--- config.mk ---
export PLATFORM = sky130hd
export DESIGN_NAME = alu_issue_ctrl
export DESIGN_NICKNAME = d
export VERILOG_FILES = /design/src/rtl/alu_issue_ctrl.sv
export SDC_FILE = /design/constraint.sdc
export NUM_CORES = 1
export LEC_CHECK = 0
export ABC_CLOCK_PERIOD_IN_PS = 2300
export CAP_MARGIN = 20
export CORE_MARGIN = 2
export CORE_UTILIZATION = 39
export CTS_CLUSTER_DIAMETER = 200
export DETAILED_ROUTE_END_ITERATION = 6
export DONT_BUFFER_PORTS = 1
export SLEW_MARGIN = 10
export SYNTH_ARGS = -nofsm -noshare
export SYNTH_HDL_FRONTEND = slang
export SYNTH_SLANG_ARGS = --single-unit
--- constraint.sdc ---
create_clock -name clk -period 2.3 [get_ports clk]
set_clock_uncertainty 0.1 [all_clocks]
set_input_delay 0.23 -clock clk [delete_from_list [all_inputs] [get_ports clk]]
set_output_delay 0.23 -clock clk [all_outputs]
set_load 0.01 [all_outputs]
--- src/rtl/alu_issue_ctrl.sv ---
// Issue/writeback controller for the 8-bit combinational ALU: owns an 8x8 register file and flags.
// Optional CMP instruction (op 9) is enabled by defining ALU_ISSUE_CTRL_CMP_EN.
module alu_issue_ctrl #(
  parameter int         EXEC_CYCLES = 1,
  parameter logic [7:0] REG_INIT    = 8'h00
) (
  input  logic        clk,
  input  logic        rst,
  input  logic        instr_valid,
  output logic        instr_ready,
  input  logic [15:0] instr,
  output logic [7:0]  alu_opcode,
  output logic [7:0]  alu_a,
  output logic [7:0]  alu_b,
  input  logic [7:0]  alu_result,
  input  logic        alu_zero,
  input  logic        alu_carry,
  input  logic        alu_negative,
  output logic [2:0]  flags,
  output logic        done,
  output logic        err,
  input  logic [2:0]  dbg_addr,
  output logic [7:0]  dbg_data
);

  typedef enum logic [1:0] {
    IDLE = 2'd0,
    EXEC = 2'd1,
    DONE = 2'd2
  } state_t;

  localparam logic [1:0] CNT_LOAD = 2'(EXEC_CYCLES - 1);

  state_t      state_r;
  logic [3:0]  op_r;
  logic [2:0]  rd_r;
  logic [7:0]  imm_r;
  logic [1:0]  cnt_r;
  logic [7:0]  regs_r [0:7];
  logic [7:0]  alu_opcode_r;
  logic [7:0]  alu_a_r;
  logic [7:0]  alu_b_r;
  logic [2:0]  flags_r;
  logic        done_r;
  logic        err_r;
  logic        is_alu_s;
  logic        is_ldi_s;
  logic        is_cmp_s;
  logic        legal_s;

  // Opcode presented to the ALU; CMP reuses the SUB datapath.
  function automatic logic [7:0] opcode_map(input logic [3:0] op);
`ifdef ALU_ISSUE_CTRL_CMP_EN
    if (op == 4'd9) begin
      opcode_map = 8'h03;
    end else begin
      opcode_map = {4'b0000, op};
    end
`else
    opcode_map = {4'b0000, op};
`endif
  endfunction

  // Classify the latched opcode for the writeback decision.
  always_comb begin
    is_alu_s = (op_r[3] == 1'b0);
    is_ldi_s = (op_r == 4'd8);
`ifdef ALU_ISSUE_CTRL_CMP_EN
    is_cmp_s = (op_r == 4'd9);
`else
    is_cmp_s = 1'b0;
`endif
    legal_s = is_alu_s | is_ldi_s | is_cmp_s;
  end

  // Issue FSM, register file and flag writeback.
  always_ff @(posedge clk) begin
    if (rst) begin
      state_r      <= IDLE;
      op_r         <= 4'd0;
      rd_r         <= 3'd0;
      imm_r        <= 8'h00;
      cnt_r        <= 2'd0;
      alu_opcode_r <= 8'h00;
      alu_a_r      <= 8'h00;
      alu_b_r      <= 8'h00;
      flags_r      <= 3'b000;
      done_r       <= 1'b0;
      err_r        <= 1'b0;
      regs_r[0]    <= 8'h00;
      for (int i = 1; i < 8; i++) begin
        regs_r[i] <= REG_INIT;
      end
    end else begin
      done_r <= 1'b0;
      err_r  <= 1'b0;
      case (state_r)
        IDLE: begin
          if (instr_valid) begin
            op_r         <= instr[15:12];
            rd_r         <= instr[11:9];
            imm_r        <= instr[7:0];
            alu_opcode_r <= opcode_map(instr[15:12]);
            alu_a_r      <= regs_r[instr[8:6]];
            alu_b_r      <= regs_r[instr[5:3]];
            cnt_r        <= CNT_LOAD;
            state_r      <= EXEC;
          end else begin
            state_r <= IDLE;
          end
        end
        EXEC: begin
          if (cnt_r == 2'd0) begin
            // r0 is hard-wired to zero, so its writes are dropped but flags still update.
            if (is_alu_s) begin
              if (rd_r != 3'd0) begin
                regs_r[rd_r] <= alu_result;
              end else begin
                regs_r[0] <= 8'h00;
              end
              flags_r <= {alu_negative, alu_carry, alu_zero};
            end else if (is_ldi_s) begin
              if (rd_r != 3'd0) begin
                regs_r[rd_r] <= imm_r;
              end else begin
                regs_r[0] <= 8'h00;
              end
            end else if (is_cmp_s) begin
              flags_r <= {alu_negative, alu_carry, alu_zero};
            end else begin
              flags_r <= flags_r;
            end
            done_r  <= 1'b1;
            err_r   <= ~legal_s;
            state_r <= DONE;
          end else begin
            cnt_r <= cnt_r - 2'd1;
          end
        end
        DONE: begin
          state_r <= IDLE;
        end
        default: begin
          state_r <= IDLE;
        end
      endcase
    end
  end

  assign instr_ready = (state_r == IDLE) && !rst;
  assign alu_opcode  = alu_opcode_r;
  assign alu_a       = alu_a_r;
  assign alu_b       = alu_b_r;
  assign flags       = flags_r;
  assign done        = done_r;
  assign err         = err_r;
  assign dbg_data    = regs_r[dbg_addr];

endmodule

; Yosys cells after proc, flatten, opt, wreduce, memory -nomap -nowiden
; Memories as Yosys holds them, arrays and structs flattened. A register that Yosys moved wholly into a read port is not among the register bits.
; Cells that the tools add are included.
[word_totals]
n_memories = 1
mem_bits_rw = 64
elab_cells = 74
ff_bits = 24
output_inout_bits = 38
input_bits = 33
[memory_table]
columns = name, depth, width, read_ports, rd_ports_with_merged_regs, write_ports, line_no
row1 = regs_r, 8, 8, 3, 2, 8, 39  ; logic [7:0] regs_r [0:7];
[classes]
n_reduce_logical = 12
bitwise = 8
n_addsub = 1
mux = 39
n_eq_ne = 5
[ops]
columns = operator, n
row1 = two-way mux 8 bit, 4
row2 = two-way mux 1 bit, 29
row3 = one-hot mux 2 bit (2 select lines), 2
row4 = OR reduction 8 bit, 1
row5 = two-way mux 2 bit, 3
row6 = != test 2 bit (second input constant), 3
row7 = AND reduction 3 bit, 2
row8 = == test 4 bit (second input constant), 1
row9 = zero test 2 bit, 2
row10 = inverter 1 bit, 4
row11 = OR 1 bit, 4
row12 = two-way mux 3 bit, 1
row13 = nonzero test 3 bit, 1
row14 = OR reduction 3 bit, 1
row15 = == test 2 x 1 -> 1 bit (second input constant), 1
row16 = AND reduction 2 bit, 1
row17 = nonzero test 2 bit, 1
row18 = OR reduction 2 bit, 1
row19 = subtractor 2 x 1 -> 2 bit (second input constant), 1
row20 = logical AND 1 bit, 1
row21 = zero test 1 bit, 1

; Depth between registers and ports, before layout
[depth]
word_depth = 11
depth_mapped = 7
mapped_depth_nobuf = 6

; Least setup slack after synthesis
; OpenSTA, ideal clock, no wires.
[synth_timing]
kind = reg2reg
from = register cnt_r[0]
to = memory regs_r[0][0] (enable)
arrival_time_ns = 1.555
stages_incl_launch_ff = 8
required_ns = 1.825
slack_ns = 0.271
setup_time_ns = 0.375
synth_period_minus_slack_ns = 2.029
path_buffers = 1
cell_sequence = dfxtp_1 inv_1 ha_1 nand4bb_2 inv_4 buf_2 a21oi_1 o21bai_1
[synth_rtl]
columns = item, line_no
row1 = from (decl), 38  ; logic [1:0] cnt_r;
row2 = from (signal assigned), 137  ; cnt_r <= cnt_r - 2'd1;
row3 = to (decl), 39

; Worst setup path in the final report
[layout_timing]
from = register state_r[1]
to = register imm_r[1]
[layout_via]
elab_chain_cells = 2
[layout_rtl]
columns = item, line_no
row1 = from (decl), 34  ; state_t state_r;
row2 = from (signal assigned), 79  ; state_r <= IDLE;
row3 = from (signal assigned), 107  ; state_r <= EXEC;
row4 = from (signal assigned), 109  ; state_r <= IDLE;
row5 = zero test 2 bit, 97  ; case (state_r)
row6 = AND reduction 2 bit (no line), --
row7 = to (signal assigned), 102  ; imm_r <= instr[7:0];
row8 = to (decl), 37  ; logic [7:0] imm_r;
; No other way between the ends.
; A chain may end at the register's enable or synchronous reset.

==> metrics.md <==
| Metric | Value |
|---|---|
| EDFF count, synth | 64 |
| Routed vias/inst | 6.00 |
| GR Util All Layers | 19.6% |
| IO buf count | 0 |
| Crit path from | state_r[1]$_SDFFE_PP0P_ |
| CTS Buffer Depth | 2 |
| CTS buffer count | 9 |
| Slowest-stage cell, CP | or3b_1 |
| Synth area leader | edfxtp_1 |
| Seq/Total Area, Yosys | 49.5% |
| Status | complete, no violations |
| Required time of the worst setup path | 2450 ps |
| Max-Cap Viols | 0 |
| Top post-synthesis cells by area | edfxtp_1 35%, mux4_2 20%, dfxtp_1 15% |
| Clk sink count | 104 |
| Detailed placement HPWL | 10100 um |
| Placed insts | 597 |
| Critical path type | flop to flop |
| Final Critical Period | 2110 ps |
| CTS tree | done |
| Top FF cell, synth | edfxtp_1 |
| Total Nets Final | 479 |
| Crit path max fanout | 15 |
| Max Fclk | 473 MHz |
| Fin crit share | 91.9% |
| DRT Pass-1 Iters | 5 |
| Peak VDD IR | 0.000345 V |
| R2r endpoint | imm_r[1]$_SDFFE_PP0P_ |
| Routed via count | 3778 |
| CTS Root Cell | clkbuf_16 |
| Synth-to-Final Area Change | 12.7% |
| Share of cells above drive strength 1 | 24.2% |
| Setup violations, final | 0 |
| Initial core utilization | 39.8% |
| PD cells | 688 nW/um^2 |
| Endpoint class of the critical path | flop |
| ANT nets after route | 0 |
| Setup TNS | 0 ps |
| Initial antenna violation count | 0 |
| Die height | 123 um |
| Syn Inst Count | 422 |
| Hold Crit Class | input pin to flop |
| WL/cell | 22.3 um |
| CP Capture Point | imm_r[1]$_SDFFE_PP0P_ |
| RSZ-0062 raised after global routing | no |
| Synth top area share | 34.9% |
| RePlAce Congestion | 0.847 |
| Vias in the first global route | 3677 |
| DRT iter0 DRCs | 396 |
| Synth Warn # | 0 |
| Post-CTS sizing | 0 |
| H-Tree Depth | 3 |
| GRT Residual Overflow | 0 |
| Unique masters post-synth | 40 |
| Die W | 123 um |
| Worst-path clk slew | 70 ps |
| FF-to-FF setup slack | 190 ps |
| Routed WL | 14000 um |
| First-pass GRT wire length | 21900 um |
| R2r startpoint | state_r[1]$_SDFFE_PP0P_ |
| # diodes | 0 |
| CP Cell Sequence | buf_4 -> or3b_1 -> nand2_1 -> a21oi_1 -> dlygate4sd3_1 |
| Core area | 13800 um^2 |
| HP Start | instr_valid |
| Max-slew headroom | 42.8% |
| Final cell count without fillers | 630 |
| Clk_lat worst skew | 360 ps |
| Die area | 15100 um^2 |
| CP max stage delay | 630 ps |
| Ports | 71 |
| Drt drc | 0 |
| Final slew viol count | 0 |
| Ys async rst share | 0% |
| Cell area after synthesis | 5500 um^2 |
| Top-count cell post-synth | a21oi_1 |
| Post-synthesis register bit count | 104 |
| Tightest Pin Transition | 856 ps |
| Row count | 43 |
| Worst-case reg-to-reg path depth | 5 |
| Largest net degree at the start of global routing | 38 |
| Post-synth top cells | 74 x a21oi_1, 64 x edfxtp_1, 48 x mux4_2 |
| Fin. Hold Viols | 0 |
| Syn avg cell area | 13.0 um^2 |
| CP Launch Type | flop |
| Post-layout util | 44.8% |
| Power Total | 4.26 mW |
| Static leakage | 2.09 nW |
| CP Data Arrival Time | 2260 ps |
## cells in the final DEF, fill, tap and decap left out, types with 3 or more instances in the layout
cell type | synthesis | layout
o31ai_4 | 8 | 8
conb_1 | 1 | 12
mux4_2 | 48 | 48
dfxtp_1 | 40 | 40
clkbuf_16 | 0 | 9
edfxtp_1 | 64 | 64
mux2_2 | 8 | 8
nand4_1 | 13 | 13
or4b_1 | 4 | 4
o22ai_1 | 16 | 16
a21oi_1 | 74 | 74
mux2i_1 | 4 | 4
nand4bb_1 | 3 | 3
buf_4 | 7 | 20
nand2_1 | 29 | 29
nand2b_1 | 7 | 7
nor3_1 | 20 | 20
nor2_1 | 22 | 22
dlygate4sd3_1 | 0 | 16
inv_1 | 3 | 3
## per-layer routing
metal  part of all wire [%]  track usage (%)
met1                     42             25.9
met2                     48             30.7
met3                    8.0             5.81
met5                      0                0
met4                    2.1             6.82
## worst max-delay path: cells and delay by family (launching register included)
family	cells	cell delay, ps
and+or+nand+nor	2	790
DFF	1	310
buffers and inverters	2	730
AOI/OAI and AO/OA	1	70
## cells by family (layout without fill, tap and decap cells)
kind of cell	count (synthesis)	in the layout	share of synthesized area [%]
buffers and inverters	41	58	4.12
AND/OR/NAND/NOR	112	112	11.7
multiplexers	60	60	22.0
adder cells (fa/ha/maj)	1	1	0.227
other	1	12	0.0682
flip-flops	104	104	49.5
AO/OA/AOI/OAI	103	103	12.3
## through the flow
stage          setup WS, ps  area, um^2  hold WS, ps
2_1_floorplan           271        5540          266
3_3_place_gp            302        5710          203
3_5_place_dp            286        5710          205
4_1_cts                 205        6200         43.6
5_1_grt                96.0        6200         60.2
6_report                187        6200         50.9
## power breakdown
group          internal (mW)  total [mW]  switching [mW]
sequential              2.08        2.18           0.107
clock                  0.882        1.59           0.705
combinational          0.253       0.494           0.241
## repair_timing
action	4_1_cts	5_1_grt
hold endpoints to repair	37	0
hold buffers	17	0
buffers inserted	0	0
## sequential cells by signal, summed over array words and instances (netlist names)
name,cells
alu_a,8
alu_b,8
alu_opcode,4
cnt_r,2
done,1
err,1
flags,3
imm_r,8
rd_r,3
regs_r,64
state_r,2
## cell type report
| cell class | instances | area (um^2) |
|---|---|---|
| multi-input cells | 288 | 2590 |
| flip-flops and latches | 104 | 2720 |
| clock buffers | 11 | 243 |
| repair buffers | 37 | 330 |
| clock inverters | 5 | 62.6 |
| inverters | 5 | 21.3 |
| well taps | 180 | 225 |
| fillers | 1206 | 7630 |
## worst min path at each step
stage	to	slack (ps)	cells after the start
floorplan	imm_r[0]$_SDFFE_PP0P_	270	2
global placement	cnt_r[0]$_SDFFE_PP0P_	200	1
detailed placement	cnt_r[1]$_SDFFE_PP0P_	210	1
CTS	imm_r[2]$_SDFFE_PP0P_	40	2
global route	cnt_r[0]$_SDFFE_PP0P_	60	2
finish	imm_r[4]$_SDFFE_PP0P_	50	2
Note: power is estimated with default switching activity, not from simulation.
